`src/rtl/mem_bus_ctrl_pkg.sv`:
```
// Shared definitions for the CPU-side memory bus controller: FSM state encoding,
// request direction encoding and a small elaboration-time helper.
package mem_bus_ctrl_pkg;

  typedef enum logic [2:0] {
    ST_IDLE = 3'd0,
    ST_RD   = 3'd1,
    ST_WR   = 3'd2,
    ST_DONE = 3'd3,
    ST_ERR  = 3'd4
  } state_e;

  localparam logic MEM_READ  = 1'b0;
  localparam logic MEM_WRITE = 1'b1;

  function automatic int max_int(input int a, input int b);
    return (a > b) ? a : b;
  endfunction

endpackage

```
`src/rtl/mem_bus_ctrl_wait_counter.sv`:
```
// Loadable down-counter that paces SRAM wait cycles; saturates at zero and
// flags zero combinationally so the FSM can leave RD/WR on the final edge.
module wait_counter #(
  parameter int W = 2
) (
  input  logic         iClk,
  input  logic         nRst,
  input  logic         iLoad,
  input  logic [W-1:0] iVal,
  output logic         oZero
);

  logic [W-1:0] cnt_q;
  logic [W-1:0] cnt_d;

  always_comb begin
    cnt_d = cnt_q;
    if (iLoad)
      cnt_d = iVal;
    else if (cnt_q != '0)
      cnt_d = cnt_q - W'(1);
  end

  always_ff @(posedge iClk or negedge nRst) begin
    if (!nRst)
      cnt_q <= '0;
    else
      cnt_q <= cnt_d;
  end

  assign oZero = (cnt_q == '0);

endmodule

```
`src/rtl/mem_bus_ctrl.sv`:
```
// Bus controller between the multicycle CPU memory port and a synchronous single-port
// SRAM: one request at a time, fixed wait cycles, one-cycle completion/error pulse.
module mem_bus_ctrl
  import mem_bus_ctrl_pkg::*;
#(
  parameter int          ADDR_W    = 14,
  parameter logic [31:0] BASE_ADDR = 32'h0000_0000,
  parameter int          RD_LAT    = 2,
  parameter int          WR_LAT    = 1
) (
  input  logic              iClk,
  input  logic              nRst,
  input  logic              iCpuEn,
  input  logic              iCpuRW,
  input  logic [31:0]       iCpuAddr,
  input  logic [31:0]       iCpuWData,
  output logic [31:0]       oCpuRData,
  output logic              oCpuReady,
  output logic              oCpuErr,
  output logic              oSramCe,
  output logic              oSramWe,
  output logic [ADDR_W-1:0] oSramAddr,
  output logic [31:0]       oSramWData,
  input  logic [31:0]       iSramRData
);

  localparam int          CNT_W      = $clog2(max_int(RD_LAT, WR_LAT) + 1);
  localparam logic [32:0] WORD_LIMIT = 33'(1) << ADDR_W;

  state_e            state_q;
  logic [31:0]       rdata_q;
  logic              ready_q;
  logic              err_q;
  logic              ce_q;
  logic              we_q;
  logic [ADDR_W-1:0] addr_q;
  logic [31:0]       wdata_q;

  logic [31:0]       offset;
  logic [ADDR_W-1:0] word_addr;
  logic              req_bad;
  logic              cnt_load;
  logic [CNT_W-1:0]  cnt_val;
  logic              cnt_zero;

  // BASE_ADDR is word aligned, so the offset's low bits carry the misalignment.
  // The range check compares the full 32-bit offset so huge addresses never wrap into range.
  assign offset    = iCpuAddr - BASE_ADDR;
  assign word_addr = offset[ADDR_W+1:2];
  assign req_bad   = (offset[1:0] != 2'b00) ||
                     (iCpuAddr < BASE_ADDR) ||
                     ({3'b000, offset[31:2]} >= WORD_LIMIT);

  assign cnt_load = (state_q == ST_IDLE) && iCpuEn && !req_bad;
  assign cnt_val  = (iCpuRW == MEM_WRITE) ? CNT_W'(WR_LAT - 1) : CNT_W'(RD_LAT - 1);

  wait_counter #(
    .W (CNT_W)
  ) u_wait (
    .iClk  (iClk),
    .nRst  (nRst),
    .iLoad (cnt_load),
    .iVal  (cnt_val),
    .oZero (cnt_zero)
  );

  always_ff @(posedge iClk or negedge nRst) begin
    if (!nRst) begin
      state_q <= ST_IDLE;
      rdata_q <= '0;
      ready_q <= 1'b0;
      err_q   <= 1'b0;
      ce_q    <= 1'b0;
      we_q    <= 1'b0;
      addr_q  <= '0;
      wdata_q <= '0;
    end else begin
      case (state_q)
        ST_IDLE: begin
          if (iCpuEn) begin
            if (req_bad) begin
              state_q <= ST_ERR;
              ready_q <= 1'b1;
              err_q   <= 1'b1;
            end else begin
              ce_q   <= 1'b1;
              addr_q <= word_addr;
              if (iCpuRW == MEM_WRITE) begin
                state_q <= ST_WR;
                we_q    <= 1'b1;
                wdata_q <= iCpuWData;
              end else begin
                state_q <= ST_RD;
              end
            end
          end
        end
        ST_RD: begin
          if (cnt_zero) begin
            rdata_q <= iSramRData;
            ce_q    <= 1'b0;
            addr_q  <= '0;
            ready_q <= 1'b1;
            state_q <= ST_DONE;
          end
        end
        ST_WR: begin
          if (cnt_zero) begin
            ce_q    <= 1'b0;
            we_q    <= 1'b0;
            addr_q  <= '0;
            wdata_q <= '0;
            ready_q <= 1'b1;
            state_q <= ST_DONE;
          end
        end
        ST_DONE, ST_ERR: begin
          ready_q <= 1'b0;
          err_q   <= 1'b0;
          state_q <= ST_IDLE;
        end
        default: state_q <= ST_IDLE;
      endcase
    end
  end

  assign oCpuRData  = rdata_q;
  assign oCpuReady  = ready_q;
  assign oCpuErr    = err_q;
  assign oSramCe    = ce_q;
  assign oSramWe    = we_q;
  assign oSramAddr  = addr_q;
  assign oSramWData = wdata_q;

endmodule

```
`config.mk`:
```
export PLATFORM = sky130hd
export DESIGN_NAME = mem_bus_ctrl
export DESIGN_NICKNAME = d
export VERILOG_FILES = /design/src/rtl/mem_bus_ctrl_pkg.sv /design/src/rtl/mem_bus_ctrl_wait_counter.sv /design/src/rtl/mem_bus_ctrl.sv
export SDC_FILE = /design/constraint.sdc
export NUM_CORES = 1
export LEC_CHECK = 0
export CORE_MARGIN = 1
export CORE_UTILIZATION = 43
export DETAILED_ROUTE_END_ITERATION = 8
export GPL_TIMING_DRIVEN = 0
export PLACE_DENSITY = 0.83
export SLEW_MARGIN = 20
export SYNTH_ARGS = -nofsm -noshare
export SYNTH_HDL_FRONTEND = slang
export SYNTH_HIERARCHICAL = 1
export SYNTH_SLANG_ARGS = --single-unit
```
`constraint.sdc`:
```
create_clock -name iClk -period 3.8 [get_ports iClk]
set_input_delay 0.38 -clock iClk [delete_from_list [all_inputs] [get_ports iClk]]
set_output_delay 0.38 -clock iClk [all_outputs]
set_load 0.03 [all_outputs]
```
# Word-level counts from Yosys, hierarchy flattened
# Cells that the tools add are included.
[op_classes] add_sub_neg=1 order_cmp=2 eq_ne=10 muxes=30 reduce_logical=22
[op_table] op="two-way mux 32 bit" n=4
[op_table] op="one-hot mux 32 bit (2 select lines)" n=1
[op_table] op="two-way mux 14 bit" n=3
[op_table] op="less-than comparator 32 x 1 -> 1 bit (second input constant)" n=1
[op_table] op="greater-or-equal comparator 30 x 15 -> 1 bit (second input constant)" n=1
[op_table] op="one-hot mux 14 bit (2 select lines)" n=1
[op_table] op="nonzero test 2 bit" n=6
[op_table] op="two-way mux 1 bit" n=10
[op_table] op="!= test 2 bit (second input constant)" n=5
[op_table] op="two-way mux 3 bit" n=3
[op_table] op="AND reduction 4 bit" n=2
[op_table] op="equality test 3 x 2 -> 1 bit (second input constant)" n=2
[op_table] op="two-way mux 2 bit" n=3
[op_table] op="one-hot mux 1 bit (2 select lines)" n=3
[op_table] op="one-hot mux 3 bit (2 select lines)" n=1
[op_table] op="AND reduction 5 bit" n=1
[op_table] op="AND reduction 2 bit" n=2
[op_table] op="OR reduction 2 bit" n=2
[op_table] op="equality test 3 x 1 -> 1 bit (second input constant)" n=1
[op_table] op="equality test 3 bit (second input constant)" n=1
[op_table] op="zero test 3 bit" n=1
[op_table] op="one-hot mux 1 bit (3 select lines)" n=1
[op_table] op="AND reduction 3 bit" n=1
[op_table] op="nonzero test 3 bit" n=1
[op_table] op="other kinds (6)" n=8
[totals] regBits=87 in_bits=100

# Depth between registers and ports, before layout
# Gate-level depths: netlist of the first run.
[depth] word_depth=6 depth_mapped=7

# Cells and area by module
# The synthesis of the first run kept the hierarchy.
[by_module_without_submodules] module="mem_bus_ctrl" n_inst=1 cells_per_inst=309 area_each_um2=3814.9 seq_area_each_um2=2127.0
[by_module_without_submodules] module="wait_counter" n_inst=1 cells_per_inst=12 area_each_um2=113.9 seq_area_each_um2=50.0

# Worst setup path before layout of the first run
# Ideal clock, no wire load.
[synth_path] path_kind="input port to flip-flop" startpoint="input port iCpuAddr[25]" endpoint="register addr_q[10] (netlist: oSramAddr[10])" setup_time_ns=0.125 t_arrival_ns=2.094 required_ns=3.675 slack_ns=1.581 stages=5 path_cell_list="or4_4 > or2_4 > nor4_4 > buf_6 > mux2_2"
[synth_between] elab_chain_len=5 elab_cells_between_ends=6
[synth_lines] element="start: declaration" line_no="mem_bus_ctrl.sv:15" rtl="input logic [31:0] iCpuAddr,"
[synth_lines] element="less-than comparator 32 x 1 -> 1 bit" line_no="mem_bus_ctrl.sv:51" rtl="(iCpuAddr < BASE_ADDR) ||"
[synth_lines] element="logical OR 1 bit" line_no="mem_bus_ctrl.sv:50" rtl="assign req_bad = (offset[1:0] != 2'b00) ||"
[synth_lines] element="logical OR 1 bit *" line_no="mem_bus_ctrl.sv:51"
[synth_lines] element="!= test 2 bit (no source line) *"
[synth_lines] element="AND reduction 4 bit (no source line) *"
[synth_lines] element="end signal: assignment" line_no="mem_bus_ctrl.sv:87" rtl="addr_q <= word_addr;"
[synth_lines] element="end: declaration" line_no="mem_bus_ctrl.sv:36" rtl="logic [ADDR_W-1:0] addr_q;"
# Every way passes the cells marked *; elsewhere a longest branch is shown, timed or not.
# A chain may end at the register's enable or synchronous reset.

# Worst setup path after layout of the first run
[layout_path] startpoint="register u_wait.cnt_q[0]" endpoint="register rdata_q[22] (netlist: oCpuRData[22])"
[layout_between] elab_chain_len=2
[layout_lines] element="start: declaration" line_no="mem_bus_ctrl_wait_counter.sv:13" rtl="logic [W-1:0] cnt_q;"
[layout_lines] element="start signal: assignment" line_no="mem_bus_ctrl_wait_counter.sv:28" rtl="cnt_q <= cnt_d;"
[layout_lines] element="zero test 2 bit" line_no="mem_bus_ctrl_wait_counter.sv:31" rtl="assign oZero = (cnt_q == '0);"
[layout_lines] element="named net cnt_zero" line_no="mem_bus_ctrl.sv:44" rtl="logic cnt_zero;"
[layout_lines] element="AND reduction 2 bit (no source line)"
[layout_lines] element="end signal: assignment" line_no="mem_bus_ctrl.sv:100" rtl="rdata_q <= iSramRData;"
[layout_lines] element="end: declaration" line_no="mem_bus_ctrl.sv:31" rtl="logic [31:0] rdata_q;"
# The timed path passes the listed nets, and every way through them passes these cells.

==> results_dict.tcl, run 1 <==
set metrics [dict create \
    power.total_mw 1.78 \
    grt_first_pass_wirelength_mm 15.9 \
    cp-start-kind "register" \
    routed_wl_mm 9.60 \
    fin_ws_ps 1260 \
    port_buffers 181 \
    cts_root_buf "clkbuf_8" \
    postLayoutCoreUtil_pct 69.4 \
    p_leak_nw 2.90 \
    drtPass1Iterations 4 \
    grt_max_degree 45 \
    placed_area_sq_um 5900 \
    r2r-start "u_wait/cnt_q[0]" \
    synth.most_common_cell "dfrtp_1" \
    fillers 690 \
    syn_to_final_growth_pct 54.8 \
    cts_setup_buffers 0 \
    dp_cells 611 \
    rsz0062_at_grt "no" \
    die_x_um 97.6 \
    vias_per_cell 4.86 \
    yosysTopAreaCellShare_pct 55.4 \
    synth_area_sq_um 3930 \
    synth-edff-count 0 \
    cts_hold_buffers 0 \
    setup_viol 0 \
    cts_buffer_depth 2 \
    grt_overflow_total 0 \
    vias 3049 \
    crit_path_end "oCpuRData[22]" \
    post-dp-hpwl_mm 7.27 \
    cts_made_buffers 9 \
    post-route-min-period_ps 2540 \
    core_area_sq_um 8760 \
    drc 0 \
    postRouteAntennaNets 0 \
    clock_skew_ps 10.8 \
    grt_pass1_vias 3304 \
    wl_per_cell_um 15.3 \
    final_nets 615 \
    ff2ff_setup_slack_ps 1260 \
    cts-resized-gates 0 \
    synthArstFlopShare_pct 100 \
    end_kind "register" \
    timing.final.crit_share_pct 66.8 \
    ios 182 \
    max_cap_viol_count 0 \
    required_ps 4020 \
    fmax_mhz 394 \
    setup_tns_ps 0 \
    yosysUniqueCellTypes 40 \
    ys_ff_latch 87 \
    final-seq-area_sq_um 2180 \
    seq_area_frac_synth_pct 55.4 \
    holdWs_ps 26.4 \
    r2r-end "oCpuRData[22]" \
    hold_viol 0 \
    synth_ff_type "dfrtp_1" \
    core.rowCount 34 \
    antenna_found_initial 0 \
    syn_nets 422 \
    start_util_pct 44.8 \
    synthTopCellsByArea "dfrtp_1 55%, mux2_2 13%, o22ai_2 9.6%" \
    r2r_cells 6 \
    gp_congestion 0.812 \
    hold_path.class "in2async" \
    worst-setup-path-type "reg2reg" \
    netlist_instances 321 \
    ir_worst_vdd_mv 0.160 \
    clk_pin_slew_ps 100 \
    drt_iter0_drc 87 \
    design.die.area_sq_um 9520 \
    clock_latency_ps 350 \
    cts_tree "done" \
    grtUsageTotal_pct 21.0 \
    htree_levels 3 \
    crit_arrival_ps 2760 \
    synth_top_area_cell "dfrtp_1" \
    synth_warnings 6 \
    final_cell_count_no_fill 627 \
    status "finished clean" \
    power.density_nw_per_um2 292 \
    die_h_um 97.6 \
    worst_slew_pin_slew_ps 714 \
    synth.top_cells.by_count "87 x dfrtp_1, 70 x inv_1, 47 x mux2_2, 30 x o22ai_2, 14 x nor2b_1" \
    cts_sinks 87 \
    drive_above_1_share_pct 21.6 \
    place_ws_ps 907 \
    stdcell_area_sq_um 6080 \
    antenna_cells 0 \
    multi_input_area_sq_um 1380 \
    avgSynthCellArea_sq_um 12.2 \
    critPathMaxFanout 10 \
    maxSlewViolCount 0 \
    worst_slew_margin_rel_pct 52.0 \
    startpoint "u_wait/cnt_q[0]" \
]
==> placed cells by master, fill, tap and decap left out, types with 4 or more instances in the layout <==
cell	n
inv_1	70
dfrtp_1	87
nor2b_1	14
mux2_2	47
clkbuf_1	6
o21ai_0	4
clkdlybuf4s50_1	180
nor2_1	4
a21oi_1	6
clkbuf_8	10
buf_4	4
buf_6	4
o22ai_2	30
==> layer usage <==
metal	global-route usage (%)	up-vias	share of wire [%]
met1	24.1	1474	39
met3	5.40	17	5.9
met2	37.2	108	53
li1	-	1450	-
met4	8.26	0	2.1
met5	0	-	0
==> worst max-delay path: stages (launching register included) <==
cell and delay, ps:
dfrtp_1 400, inv_1 70, ha_1 310, nor4bb_1 400
clkbuf_1 300, clkbuf_1 520, mux2_2 420
==> logic make-up after synthesis <==
family / Yosys count / synth area share (%)
other: 1 / 0.0954
AO/OA/AOI/OAI: 52 / 13.1
buffers and inverters: 86 / 9.36
flip-flops: 87 / 55.4
AND/OR/NAND/NOR: 45 / 7.77
adder cells (fa/ha/maj): 1 / 0.318
multiplexers: 47 / 13.5
XOR/XNOR: 2 / 0.446
==> registers in the layout, summed over array words and instances, names as in the netlist <==
register      flops
oSramAddr        14
state_q           3
oSramWData       32
oSramCe           1
oCpuReady         1
oSramWe           1
oCpuErr           1
oCpuRData        32
u_wait/cnt_q      2
==> report_power, final <==
part	switching [mW]	total, mW	internal [mW]
sequential	0.00840	0.949	0.941
combinational	0.0921	0.231	0.139
clock	0.339	0.598	0.259
total	0.440	1.78	1.34
==> cell type report <==
type	count	area share, %
buffer	16	1.73
clock buffer	10	2.26
clock inverter	6	0.720
inverter	70	4.32
multi-input combinational	148	22.8
sequential	87	35.8
tap	108	2.22
timing repair buffer	182	30.2
==> how the worst min path moves through the flow <==
stage	start	to	slack [ps]	cells past startpoint
CTS	nRst	oSramAddr[8]	40	1
floorplan	nRst	oCpuErr	80	0
finish	nRst	oSramAddr[10]	30	1
global route	nRst	oSramAddr[9]	70	1
global placement	oCpuRData[4]	oCpuRData[4]	490	1
detailed placement	nRst	oSramAddr[7]	430	1
(Power assumes the default switching activity.)
==> inputs of run 2 (changes only) <==
Settings changed: CORE_UTILIZATION 43 to 37, PLACE_DENSITY 0.83 to 0.76.
Clock period 3.8 ns to 2.1 ns, I/O delays scaled along.
==> run 2 against run 1 <==
- clock skew shrank 3.7 ps
- sequential power grew 81%
- worst setup slack lost 1200 ps
- sequential cell count is the same
- first-iteration DRC count grew 26%
- non-clock buffer count grew 4
- clock-buffer cell count grew 3
- wire length shrank 5.3%
- largest power group unchanged
- highest routed layer unchanged
==> results_dict.tcl, run 2 (synthesis results as in run 1) <==
set metrics [dict create \
    status "finished clean" \
    worst-setup-path-type "in2reg" \
    cp_num_buf_inv 3 \
    crit_arrival_ps 2340 \
    drtPass1Iterations 4 \
    syn_to_final_growth_pct 58.7 \
    critPathMaxStageDelay_ps 560 \
    fillers 888 \
    fmax_mhz 481 \
    die_x_um 105 \
    cts_tree "done" \
    setup_tns_ps 0 \
    routed_wl_mm 9.09 \
    worst_slew_pin_slew_ps 544 \
    clk_pin_slew_ps 90 \
    critPathMaxFanout 10 \
    cts_buffer_depth 2 \
    post-dp-hpwl_mm 6.89 \
    clock_skew_ps 7.03 \
    vias_per_cell 4.59 \
    die_h_um 105 \
    max_cap_viol_count 0 \
    drive_above_1_share_pct 24.5 \
    end_kind "register" \
    cp-start-kind "input port" \
    gp_congestion 0.769 \
    final_cell_count_no_fill 659 \
    port_buffers 181 \
    post-route-min-period_ps 2080 \
    grtUsageTotal_pct 17.8 \
    start_util_pct 38.1 \
    dp_cells 639 \
    hold_viol 0 \
    maxSlewViolCount 0 \
    layout_commonest_cell "clkdlybuf4s50_1" \
    multi_input_area_sq_um 1430 \
    antenna_found_initial 0 \
    postLayoutCoreUtil_pct 60.4 \
    grt_overflow_total 0 \
    drc 0 \
    drt_iter0_drc 110 \
    setup_viol 0 \
    timing.final.crit_share_pct 99.0 \
    core_area_sq_um 10300 \
    critPathTopFamily "simple AND/OR/NAND/NOR gates" \
    clock_latency_ps 340 \
    design.die.area_sq_um 11000 \
    hold_path.class "in2async" \
    grt_max_degree 49 \
    final-seq-area_sq_um 2180 \
    grt_first_pass_wirelength_mm 15.6 \
    cts_sinks 87 \
    rsz0062_at_grt "no" \
    worst_slew_margin_rel_pct 63.7 \
    holdWs_ps 397 \
    final_nets 619 \
    grt_pass1_vias 3307 \
    crit_chain "clkdlybuf4s50_1, or4_4, or2_4, or4_4, buf_6, buf_6, o22ai_2" \
    p_leak_nw 2.97 \
    cts_root_buf "clkbuf_8" \
    power.density_nw_per_um2 523 \
    core.rowCount 37 \
    final_cell_mix "180 x clkdlybuf4s50_1, 87 x dfrtp_1, 70 x inv_1" \
    wl_per_cell_um 13.8 \
    ir_worst_vdd_mv 0.267 \
    antenna_cells 0 \
    postRouteAntennaNets 0 \
    vias 3027 \
    ios 182 \
    worst_path_max_delay_cell "or4_4" \
    cts_made_buffers 9 \
    htree_levels 3 \
    required_ps 2360 \
]
-- run 2: cell types whose count changed in the layout (fill, tap and decap cells not counted), sizes merged --
cell	change
inv	-2
dlygate4sd3	+1
buf	+5
clkbuf	+1
clkinvlp	-1
-- run 2: repair_timing --
action                     4_1_cts  5_1_grt
pin swaps                        2        3
gates resized for setup         13       11
setup buffers                    3        1
setup endpoints to repair       75       73
hold buffers                     1        0
hold endpoints to repair        39        0
-- run 2: area by class of cell --
class	instances	area share, %
sequential	87	34.9
clock inverter	3	0.241
inverter	70	4.21
multi-input combinational	148	22.9
buffer	15	2.05
clock buffer	13	2.87
tap	136	2.73
timing repair buffer	187	30.1
-- run 2: layer usage --
layer  vias up  share of wire (%)  GRT usage, %
li1       1452                  -             -
met2       108                 50          30.2
met3        17                7.4          5.43
met5         -                  0             0
met4         0                1.8          7.14
met1      1450                 41          20.9
-- run 2: worst paths after layout --
path	slack (ps)	start	end	depth (start not counted)
max	20	iCpuAddr[23]	oSramWData[8]	7
min	400	nRst	oSramWData[16]	2
max reg2reg	160	u_wait/cnt_q[0]	oCpuRData[25]	6
min reg2reg	510	oCpuRData[24]	oCpuRData[24]	1
max in group asynchronous	1080	nRst	oCpuRData[25]	3
min in group iClk	400	iCpuWData[12]	oSramWData[12]	3
-- run 2: power breakdown --
| part | internal, mW | leakage [nW] | switching, mW |
|---|---|---|---|
| Sequential | 1.70 | 1.03 | 0.0193 |
| Combinational | 0.261 | 1.84 | 0.164 |
| Clock | 0.554 | 0.105 | 0.561 |
| Total | 2.52 | 2.97 | 0.744 |
-- run 2: stage by stage --
stage	cell area, sq um	power (mW)	setup WS, ps
finish	6230	3.26	22.0
global route	6230	3.43	2.86
CTS	6210	3.32	0.272
floorplan	3930	1.90	51.0
global placement	5910	2.14	-2350
detailed placement	5940	2.17	-590
